<file path="src/rtl/sd_cmd_sequencer_if.sv">
// SPI slave job interface: frame in, job programming and tx data out.
// master = command sequencer side, slave = byte-level SPI slave side.
interface sd_cmd_sequencer_if #(
    parameter int AW = 6
);
    logic [5:0][7:0] cmd;
    logic            transfer;
    logic            done;
    logic            wr;
    logic [7:0]      rx_byte;
    logic [AW-1:0]   slv_addr;
    logic            op;
    logic            start;
    logic [AW-1:0]   size;
    logic [7:0]      tx_byte;

    modport master (
        input  cmd, transfer, done, wr, rx_byte, slv_addr,
        output op, start, size, tx_byte
    );

    modport slave (
        output cmd, transfer, done, wr, rx_byte, slv_addr,
        input  op, start, size, tx_byte
    );
endinterface

</file>
<file path="src/rtl/sd_cmd_sequencer.sv">
// SD command layer: decodes 6-byte frames, tracks init state,
// programs one SPI slave job per frame and moves block data.
module sd_cmd_sequencer #(
    parameter  int MEMORY_SIZE_IN_BYTES = 64,
    parameter  int BLOCK_BYTES          = 32,
    parameter  int NUM_BLOCKS           = MEMORY_SIZE_IN_BYTES / BLOCK_BYTES,
    localparam int AW                   = $clog2(MEMORY_SIZE_IN_BYTES)
) (
    input  logic          clk,
    input  logic          rst_n,
    sd_cmd_sequencer_if.master bus,
    output logic [AW-1:0] mem_addr,
    output logic [7:0]    mem_wdata,
    output logic          mem_we,
    input  logic [7:0]    mem_rdata,
    output logic          card_idle,
    output logic          blk_written
);
    localparam logic [1:0] ST_IDLE   = 2'd0;
    localparam logic [1:0] ST_DECODE = 2'd1;
    localparam logic [1:0] ST_START  = 2'd2;
    localparam logic [1:0] ST_XFER   = 2'd3;

    localparam logic [1:0] K_RESP1 = 2'd0;
    localparam logic [1:0] K_R7    = 2'd1;
    localparam logic [1:0] K_RD    = 2'd2;
    localparam logic [1:0] K_WR    = 2'd3;

    localparam logic [AW-1:0] BLK_B  = AW'(BLOCK_BYTES);
    localparam logic [AW-1:0] BLK_SZ = AW'(BLOCK_BYTES + 3);
    localparam logic [AW-1:0] D_OFF  = AW'(2);
    localparam logic [AW-1:0] D_END  = AW'(BLOCK_BYTES + 1);

    logic [1:0]      state;
    logic [4:0][7:0] cmd_q;
    logic            stop_q;
    logic [1:0]      kind_q;
    logic [7:0]      r1_q;
    logic            op_q;
    logic [AW-1:0]   size_q;
    logic [AW-1:0]   base_q;
    logic            app_cmd;
    logic            tok_err;
    logic            we_q;
    logic [AW-1:0]   waddr_q;

    logic [5:0]    idx;
    logic [31:0]   arg;
    logic          ok;
    logic [7:0]    d_r1;
    logic [1:0]    d_kind;
    logic          d_op;
    logic [AW-1:0] d_size;
    logic [AW-1:0] d_base;
    logic          n_idle;
    logic          n_app;
    logic          job;
    logic          in_data;
    logic [AW-1:0] data_addr;

    assign idx = cmd_q[0][5:0];
    assign arg = {cmd_q[1], cmd_q[2], cmd_q[3], cmd_q[4]};
    assign ok  = (cmd_q[0][7:6] == 2'b01) && stop_q;

    always_comb begin
        d_r1   = {5'b0, 1'b1, 1'b0, card_idle};
        d_kind = K_RESP1;
        d_op   = 1'b1;
        d_size = '0;
        d_base = arg[AW-1:0] * BLK_B;
        n_idle = card_idle;
        n_app  = 1'b0;
        unique case (1'b1)
            !ok: ;
            ok && idx == 6'd0: begin
                n_idle = 1'b1;
                d_r1   = 8'h01;
            end
            ok && idx == 6'd8: begin
                d_r1   = {7'b0, card_idle};
                d_kind = K_R7;
                d_size = AW'(4);
            end
            ok && idx == 6'd55: begin
                d_r1  = {7'b0, card_idle};
                n_app = 1'b1;
            end
            ok && idx == 6'd41 && app_cmd: begin
                n_idle = 1'b0;
                d_r1   = 8'h00;
            end
            ok && (idx == 6'd17 || idx == 6'd24): begin
                if (card_idle) begin
                    d_r1 = 8'h05;
                end else if (arg >= 32'(NUM_BLOCKS)) begin
                    d_r1 = 8'h20;
                end else begin
                    d_r1   = 8'h00;
                    d_size = BLK_SZ;
                    d_kind = (idx == 6'd24) ? K_WR : K_RD;
                    d_op   = (idx != 6'd24);
                end
            end
            default: ;
        endcase
    end

    assign job       = (state == ST_START) || (state == ST_XFER);
    assign in_data   = (bus.slv_addr >= D_OFF) && (bus.slv_addr <= D_END);
    assign data_addr = base_q + bus.slv_addr - D_OFF;

    always_ff @(posedge clk or negedge rst_n) begin
        if (!rst_n) begin
            state       <= ST_IDLE;
            cmd_q       <= '0;
            stop_q      <= 1'b0;
            kind_q      <= K_RESP1;
            r1_q        <= 8'h00;
            op_q        <= 1'b0;
            size_q      <= '0;
            base_q      <= '0;
            card_idle   <= 1'b1;
            app_cmd     <= 1'b0;
            tok_err     <= 1'b0;
            we_q        <= 1'b0;
            waddr_q     <= '0;
            mem_wdata   <= 8'h00;
            blk_written <= 1'b0;
        end else begin
            we_q        <= 1'b0;
            blk_written <= 1'b0;
            case (state)
                ST_IDLE: begin
                    if (bus.transfer) begin
                        cmd_q  <= bus.cmd[4:0];
                        stop_q <= bus.cmd[5][0];
                        state  <= ST_DECODE;
                    end
                end
                ST_DECODE: begin
                    r1_q      <= d_r1;
                    kind_q    <= d_kind;
                    op_q      <= d_op;
                    size_q    <= d_size;
                    base_q    <= d_base;
                    card_idle <= n_idle;
                    app_cmd   <= n_app;
                    tok_err   <= 1'b0;
                    state     <= ST_START;
                end
                ST_START: state <= ST_XFER;
                default: begin
                    if (bus.wr && kind_q == K_WR) begin
                        if (bus.slv_addr == AW'(1) && bus.rx_byte != 8'hFE)
                            tok_err <= 1'b1;
                        if (in_data && !tok_err) begin
                            we_q      <= 1'b1;
                            waddr_q   <= data_addr;
                            mem_wdata <= bus.rx_byte;
                        end
                    end
                    if (bus.done) begin
                        blk_written <= (kind_q == K_WR) && !tok_err;
                        state       <= ST_IDLE;
                    end
                end
            endcase
        end
    end

    // Reads need a combinational address since mem_rdata is same-cycle.
    always_comb begin
        mem_addr = '0;
        if (we_q)
            mem_addr = waddr_q;
        else if (job && kind_q == K_RD)
            mem_addr = data_addr;
    end

    always_comb begin
        bus.tx_byte = 8'h00;
        if (job) begin
            unique case (kind_q)
                K_RESP1: bus.tx_byte = r1_q;
                K_R7: begin
                    if (bus.slv_addr == AW'(0))
                        bus.tx_byte = r1_q;
                    else if (bus.slv_addr == AW'(3))
                        bus.tx_byte = {4'h0, cmd_q[3][3:0]};
                    else if (bus.slv_addr == AW'(4))
                        bus.tx_byte = cmd_q[4];
                end
                K_RD: begin
                    if (bus.slv_addr == AW'(0))
                        bus.tx_byte = r1_q;
                    else if (bus.slv_addr == AW'(1))
                        bus.tx_byte = 8'hFE;
                    else if (in_data)
                        bus.tx_byte = mem_rdata;
                    else
                        bus.tx_byte = 8'hFF;
                end
                default: begin
                    if (bus.slv_addr == AW'(0))
                        bus.tx_byte = r1_q;
                    else
                        bus.tx_byte = 8'hFF;
                end
            endcase
        end
    end

    assign bus.op    = op_q;
    assign bus.size  = size_q;
    assign bus.start = (state == ST_START);
    assign mem_we    = we_q;
endmodule
</file>
<file path="src/flat_wrapper.sv">
// flat-port wrapper written by rule: the top's interface ports become plain ports
module sd_cmd_sequencer_flat 
#(
    parameter  int MEMORY_SIZE_IN_BYTES = 64,
    parameter  int BLOCK_BYTES          = 32,
    parameter  int NUM_BLOCKS           = MEMORY_SIZE_IN_BYTES / BLOCK_BYTES,
    localparam int AW                   = $clog2(MEMORY_SIZE_IN_BYTES)
)
  (clk, rst_n, mem_addr, mem_wdata, mem_we, mem_rdata, card_idle, blk_written, bus_cmd, bus_transfer, bus_done, bus_wr, bus_rx_byte, bus_slv_addr, bus_op, bus_start, bus_size, bus_tx_byte);
  sd_cmd_sequencer_if bus_i ();
  input  logic clk;
  input  logic rst_n;
  output logic [AW-1:0] mem_addr;
  output logic [7:0] mem_wdata;
  output logic mem_we;
  input  logic [7:0] mem_rdata;
  output logic card_idle;
  output logic blk_written;
  input wire logic [$bits(bus_i.cmd)-1:0] bus_cmd;
  input wire logic [$bits(bus_i.transfer)-1:0] bus_transfer;
  input wire logic [$bits(bus_i.done)-1:0] bus_done;
  input wire logic [$bits(bus_i.wr)-1:0] bus_wr;
  input wire logic [$bits(bus_i.rx_byte)-1:0] bus_rx_byte;
  input wire logic [$bits(bus_i.slv_addr)-1:0] bus_slv_addr;
  output wire logic [$bits(bus_i.op)-1:0] bus_op;
  output wire logic [$bits(bus_i.start)-1:0] bus_start;
  output wire logic [$bits(bus_i.size)-1:0] bus_size;
  output wire logic [$bits(bus_i.tx_byte)-1:0] bus_tx_byte;
  assign bus_i.cmd = bus_cmd;
  assign bus_i.transfer = bus_transfer;
  assign bus_i.done = bus_done;
  assign bus_i.wr = bus_wr;
  assign bus_i.rx_byte = bus_rx_byte;
  assign bus_i.slv_addr = bus_slv_addr;
  assign bus_op = bus_i.op;
  assign bus_start = bus_i.start;
  assign bus_size = bus_i.size;
  assign bus_tx_byte = bus_i.tx_byte;
  sd_cmd_sequencer #(.MEMORY_SIZE_IN_BYTES(MEMORY_SIZE_IN_BYTES), .BLOCK_BYTES(BLOCK_BYTES), .NUM_BLOCKS(NUM_BLOCKS)) u_core (.clk(clk), .rst_n(rst_n), .bus(bus_i), .mem_addr(mem_addr), .mem_wdata(mem_wdata), .mem_we(mem_we), .mem_rdata(mem_rdata), .card_idle(card_idle), .blk_written(blk_written));
endmodule
</file>
<file path="config.mk">
export PLATFORM = sky130hd
export DESIGN_NAME = sd_cmd_sequencer_flat
export DESIGN_NICKNAME = d
export VERILOG_FILES = /design/src/rtl/sd_cmd_sequencer_if.sv /design/src/rtl/sd_cmd_sequencer.sv /design/src/flat_wrapper.sv
export SDC_FILE = /design/constraint.sdc
export NUM_CORES = 1
export LEC_CHECK = 0
export CAP_MARGIN = 20
export CORE_MARGIN = 1
export CORE_UTILIZATION = 51
export CTS_CLUSTER_DIAMETER = 30
export CTS_CLUSTER_SIZE = 30
export DETAILED_ROUTE_END_ITERATION = 10
export PLACE_DENSITY = 0.9
export RECOVER_POWER = 100
export SLEW_MARGIN = 20
export SYNTH_ARGS = -nofsm -noshare
export SYNTH_HDL_FRONTEND = slang
export SYNTH_SLANG_ARGS = --single-unit
export TNS_END_PERCENT = 30
</file>
<file path="constraint.sdc">
create_clock -name clk -period 3.8 [get_ports clk]
set_input_delay 0.95 -clock clk [delete_from_list [all_inputs] [get_ports clk]]
set_output_delay 0.95 -clock clk [all_outputs]
set_load 0.05 [all_outputs]
</file>
# Yosys cells after proc, flatten, opt, wreduce, memory -nomap -nowiden
# Cells that the tools add are included.
[word_totals]
output_inout_bits = 33
in_bits = 75
ff_bits = 80
[op_classes]
reduce_logical = 32
n_eq_ne = 18
n_lt_le_gt_ge = 3
add_sub_neg = 2
n_mux = 37
bitwise_logic = 2
[op_table]
columns = ["operator", "n"]
rows = [
  ["$mux 8", 9],
  ["$ge 32x2->1 const B", 1],
  ["$pmux 8 s4", 1],
  ["$mux 6", 5],
  ["$pmux 8 s3", 1],
  ["$logic_and 1x1->1", 13],
  ["$eq 6x5->1 const B", 2],
  ["$eq 6x6->1 const B", 2],
  ["$logic_not 6->1", 2],
  ["$mux 1", 12],
  ["$pmux 6 s2", 1],
  ["$eq 2x2->1 const B", 4],
  ["$mux 2", 4],
  ["$ne 8x8->1 const B", 1],
  ["$add 6x6->6", 1],
  ["$eq 2x1->1 const B", 3],
  ["$eq 6x1->1 const B", 1],
  ["$eq 6x2->1 const B", 1],
  ["$eq 6x3->1 const B", 1],
  ["$eq 6x4->1 const B", 1],
  ["$ge 6x2->1 const B", 1],
  ["$le 6x6->1 const B", 1],
  ["$ne 6x5->1 const B", 1],
  ["$pmux 2 s3", 1],
  ["14 further kinds", 24],
]

# Logic depth before layout (Yosys ltp)
[logic_depth]
ltp_word = 7
depth_mapped = 9

# Least setup slack after synthesis
# No wires, ideal clock.
[synth_path]
path_kind = "input to output"
startpoint = "input bus_slv_addr[3]"
endpoint = "output bus_tx_byte[5]"
n_path_buf = 0
stages = 6
arrival_ns = 3.031
slack_ns = -0.181
required_ns = 2.850
path_cell_list = "inv_1 -> ha_1 -> nor3b_2 -> xor2_2 -> o22ai_1 -> a211oi_1"
[synth_via]
elab_chain_cells = 7
elab_cells_between_ends = 16
cone_classes = "2 x order compare; 3 x eq/ne; 9 x mux; 2 x reduce/logical"
[synth_rtl]
columns = ["item", "line_no", "text"]
rows = [
  ["from (decl)", "flat_wrapper.sv:24", "input wire logic [$bits(bus_i.slv_addr)-1:0] bus_slv_addr;"],
  ["$ge 6x2->1 or $le 6x6->1 (tied branches)", "sd_cmd_sequencer.sv:109", "assign in_data = (bus.slv_addr >= D_OFF) && (bus.slv_addr <= D_END);"],
  ["$logic_and 1x1->1", "sd_cmd_sequencer.sv:109", ""],
  ["$mux 8", "sd_cmd_sequencer.sv:198", "else if (in_data)"],
  ["$mux 8", "sd_cmd_sequencer.sv:196", "else if (bus.slv_addr == AW'(1))"],
  ["$mux 8", "sd_cmd_sequencer.sv:194", "if (bus.slv_addr == AW'(0))"],
  ["$pmux 8 s3 (*)", "sd_cmd_sequencer.sv:183", "unique case (kind_q)"],
  ["$mux 8 (*)", "sd_cmd_sequencer.sv:182", "if (job) begin"],
  ["to (decl)", "flat_wrapper.sv:28", "output wire logic [$bits(bus_i.tx_byte)-1:0] bus_tx_byte;"],
]
# Mark *: on every way between the ends. The rest lies on a longest branch, timed or not.

# Final worst setup path
[layout_path]
startpoint = "input bus_slv_addr[0]"
endpoint = "output bus_tx_byte[1]"
# Same word-level chain as after synthesis.

==> impl_metrics.env <==
export IMPL_status="finished with violations"
export IMPL_violations="DRC, capacitance limit, slew limit"
export IMPL_power_density_mw_per_mm2=599
export IMPL_grt_overflow_total=0
export IMPL_worstHoldPathType="flop to flop"
export IMPL_period_needed_ns=3.68
export IMPL_first_pass_iters=7
export IMPL_setup_violations=0
export IMPL_crit_cells=7
export IMPL_vias=2859
export IMPL_async_flop_share_pct=100
export IMPL_final_cells=491
export IMPL_preCtsSetupSlack_ns=-0.138
export IMPL_maxCapViolCount=2
export IMPL_setup_ws_ns=0.119
export IMPL_slew_violations=95
export IMPL_cp_max_fo=5
export IMPL_cts_root_buf="clkbuf_8"
export IMPL_tritoncts="done"
export IMPL_min_from="u_core.mem_wdata[1]"
export IMPL_core_rowCount=29
export IMPL_avgSynthCellArea_um2=11.7
export IMPL_routed_top_layer="met4"
export IMPL_cts_buffers=9
export IMPL_grt_pass1_wl_um=14200
export IMPL_io_buffers=98
export IMPL_die_y_um=84.8
export IMPL_drtIter0Drc=156
export IMPL_crit_family="buffers and inverters"
export IMPL_routed_wirelength_um=8660
export IMPL_wl_met1_um=3350
export IMPL_ys_ff_latch=70
export IMPL_diodes=0
export IMPL_core_area_mm2=0.00649
export IMPL_worstPathCellList="clkdlybuf4s50_1, nor2_1, and3_2, buf_4, a221oi_1, a211oi_2, buf_12"
export IMPL_finalPower_mw=2.93
export IMPL_start_kind="input pin"
export IMPL_worst_pin_slew_ns=2.69
export IMPL_skew_ns=0.00732
export IMPL_gp_congestion=0.884
export IMPL_path_clk_slew_ns=0.07
export IMPL_whs_path_depth=1
export IMPL_die_w_um=84.8
export IMPL_yosysSeqAreaShare_pct=50.1
export IMPL_cp_end_kind="output pin"
export IMPL_path_class="input pin to output pin"
export IMPL_p_leak_nw=2.17
export IMPL_fin_area_mm2=0.00489
export IMPL_worstPathArrival_ns=2.73
export IMPL_grt_max_degree=51
export IMPL_cts_hold_buf=0
export IMPL_cp_required_ns=2.85
export IMPL_slew_headroom_pct=-79.6
export IMPL_r2r_cells=6
export IMPL_fmax_ghz=0.272
export IMPL_ir_drop_v=0.000497
export IMPL_syn_inst=300
export IMPL_r2r_start="u_core.state[0]"
export IMPL_postRouteAntennaNets=0
export IMPL_ys_types=46
export IMPL_ys_flop_type="dfrtp_1"
export IMPL_cts_buffer_depth=2
export IMPL_post_route_period_util_pct=96.9
export IMPL_synth_edff_count=0
export IMPL_groute_usage_overall_pct=25.9
export IMPL_finalHoldViolCount=0
export IMPL_yosysWarnings=0
export IMPL_r2r_slack_ns=0.96
export IMPL_place_hpwl_um=6260
export IMPL_layout_drive_gt1_share_pct=25.4
export IMPL_routed_via_density=5.82
export IMPL_placed_area_mm2=0.00472
export IMPL_fin_hold_ws_ns=0.498
export IMPL_wl_met3_um=727
export IMPL_syn_area_mm2=0.00350
export IMPL_grt_pass1_vias=2966
export IMPL_wl_met2_um=4400
export IMPL_ios=108
export IMPL_synthToLayoutAreaGrowth_pct=39.8
export IMPL_initial_core_util_pct=53.9
export IMPL_final_nets=494
export IMPL_dp_cells=475
export IMPL_clock_sinks=70
export IMPL_antenna_found_initial=0
export IMPL_cp_num_buf_inv=3
export IMPL_ctsHtreeMaxLevel=3
export IMPL_drc=10
export IMPL_cpPeakStageDelay_ns=0.48
export IMPL_worst_skew_pair_late_latency_ns=0.35
export IMPL_fp_dieArea_mm2=0.00720
export IMPL_r2r_end="u_core.state[1]"
export IMPL_grt_setup_unrepaired="no"
export IMPL_routedWlPerCell_um=17.6
export IMPL_critPathSlowestCell="clkdlybuf4s50_1"
export IMPL_whs_endpoint="u_core.mem_wdata[1]"
[registers in the layout, indices dropped and copies added (netlist names)]
signal / count
u_core.arg: 32
u_core.cmd_q: 8
u_core.mem_wdata: 8
u_core.waddr_q: 6
u_core.r1_q: 3
u_core.bus.size: 2
u_core.state: 2
u_core.app_cmd: 1
u_core.base_q: 1
u_core.blk_written: 1
u_core.bus.op: 1
u_core.card_idle: 1
u_core.kind_q: 1
u_core.mem_we: 1
u_core.stop_q: 1
u_core.tok_err: 1
[synthesized netlist by cell type (all sizes together), types with 6 or more instances]
| cell | instances | area [µm²] |
|---|---|---|
| dfrtp | 69 | 1730 |
| mux2 | 55 | 649 |
| inv | 17 | 63.8 |
| nor2 | 15 | 56.3 |
| o21ai | 13 | 65.1 |
| nor4 | 12 | 75.1 |
| a21oi | 9 | 45.0 |
| buf | 9 | 77.6 |
| clkbuf | 9 | 33.8 |
| nand2 | 9 | 33.8 |
| ha | 8 | 100 |
| nand3 | 7 | 35.0 |
| nor3 | 7 | 35.0 |
| a31oi | 6 | 37.5 |
[cells in the final DEF (no fill, tap or decap), types with 2 or more instances in the layout]
master	synthesis	final
conb_1	1	2
clkinvlp_4	0	2
o21a_1	2	2
a211oi_1	5	3
clkbuf_1	9	4
clkbuf_8	0	10
or4_1	2	2
nand3_1	7	7
nor3_1	7	5
clkdlybuf4s50_1	0	61
nand4_1	5	5
o21ai_0	13	11
inv_1	17	16
mux2_1	0	8
xnor2_1	4	4
ha_1	8	7
a211oi_2	0	2
nand2_1	9	9
buf_12	1	8
nor2_1	15	15
a21o_1	2	2
o22ai_1	5	5
dfrtp_1	69	69
bufinv_16	0	2
dlygate4sd3_1	0	18
nor3_2	0	2
o21ai_1	0	2
a21oi_1	9	8
nand3b_1	2	2
mux2_2	47	47
a22o_1	5	5
nand4b_1	2	2
clkbuf_2	0	6
buf_4	5	14
a31oi_1	6	6
dlymetal6s2s_1	0	4
nor4_1	12	12
a221oi_1	4	3
[cell type report]
type                    instances  area [µm²]
repair buffers                116        1160
fillers                       429        1600
inverters                      17        63.8
clock buffers                  10         138
well taps                      77        96.3
multi-input cells             196        1600
flip-flops and latches         70        1750
clock inverters                 5        83.8
[worst max-delay path by stage]
stage,startpoint,end,slack (ns)
floorplan,bus_slv_addr[3],bus_tx_byte[3],-0.18
global placement,bus_slv_addr[2],bus_tx_byte[7],-0.11
detailed placement,bus_slv_addr[2],bus_tx_byte[4],-0.14
CTS,bus_slv_addr[2],bus_tx_byte[3],-0.07
global route,bus_slv_addr[5],bus_tx_byte[0],0.02
finish,bus_slv_addr[0],bus_tx_byte[1],0.12
[metal layers]
metal,up-vias,GRT usage [%]
li1,1314,-
met1,1391,29.8
met2,131,44.1
met3,23,10.2
met4,0,9.09
met5,-,0
[kinds of logic after synthesis]
group	Yosys count	synth area share, %
buffers and inverters	35	5.01
adders and majority gates	9	3.43
other	1	0.107
DFF	70	50.1
muxes	55	18.6
and+or+nand+nor	70	11.1
AOI/OAI and AO/OA	54	10.0
xor gates and xnor gates	6	1.72
[stage by stage]
stage	setup TNS (ns)	utilization [%]
after detailed placement	-0.711	72.7
final	0	75.3
after global routing	0	75.3
after floorplan	-0.514	-
after CTS	-0.209	76.6
after global placement	-0.461	72.7
[repair_timing]
item                       4_1_cts  5_1_grt
setup endpoints to repair        8        9
buffers inserted                 0        1
pin swaps                        3        5
resized for setup                6       11
[power by group]
group,internal [mW],switching [mW]
clock network,0.385,0.287
logic,0.518,0.496
registers,1.01,0.236
[worst reg2reg max path, delay by kind of cell (launching register included)]
| kind | cells | cell delay [ns] |
|---|---|---|
| AO/OA/AOI/OAI | 2 | 0.55 |
| AND/OR/NAND/NOR | 2 | 1.42 |
| adder cells (fa/ha/maj) | 1 | 0.25 |
| flip-flops | 1 | 0.38 |
| buffers and inverters | 1 | 0.09 |
No activity file was read; power rests on OpenSTA's default activity.
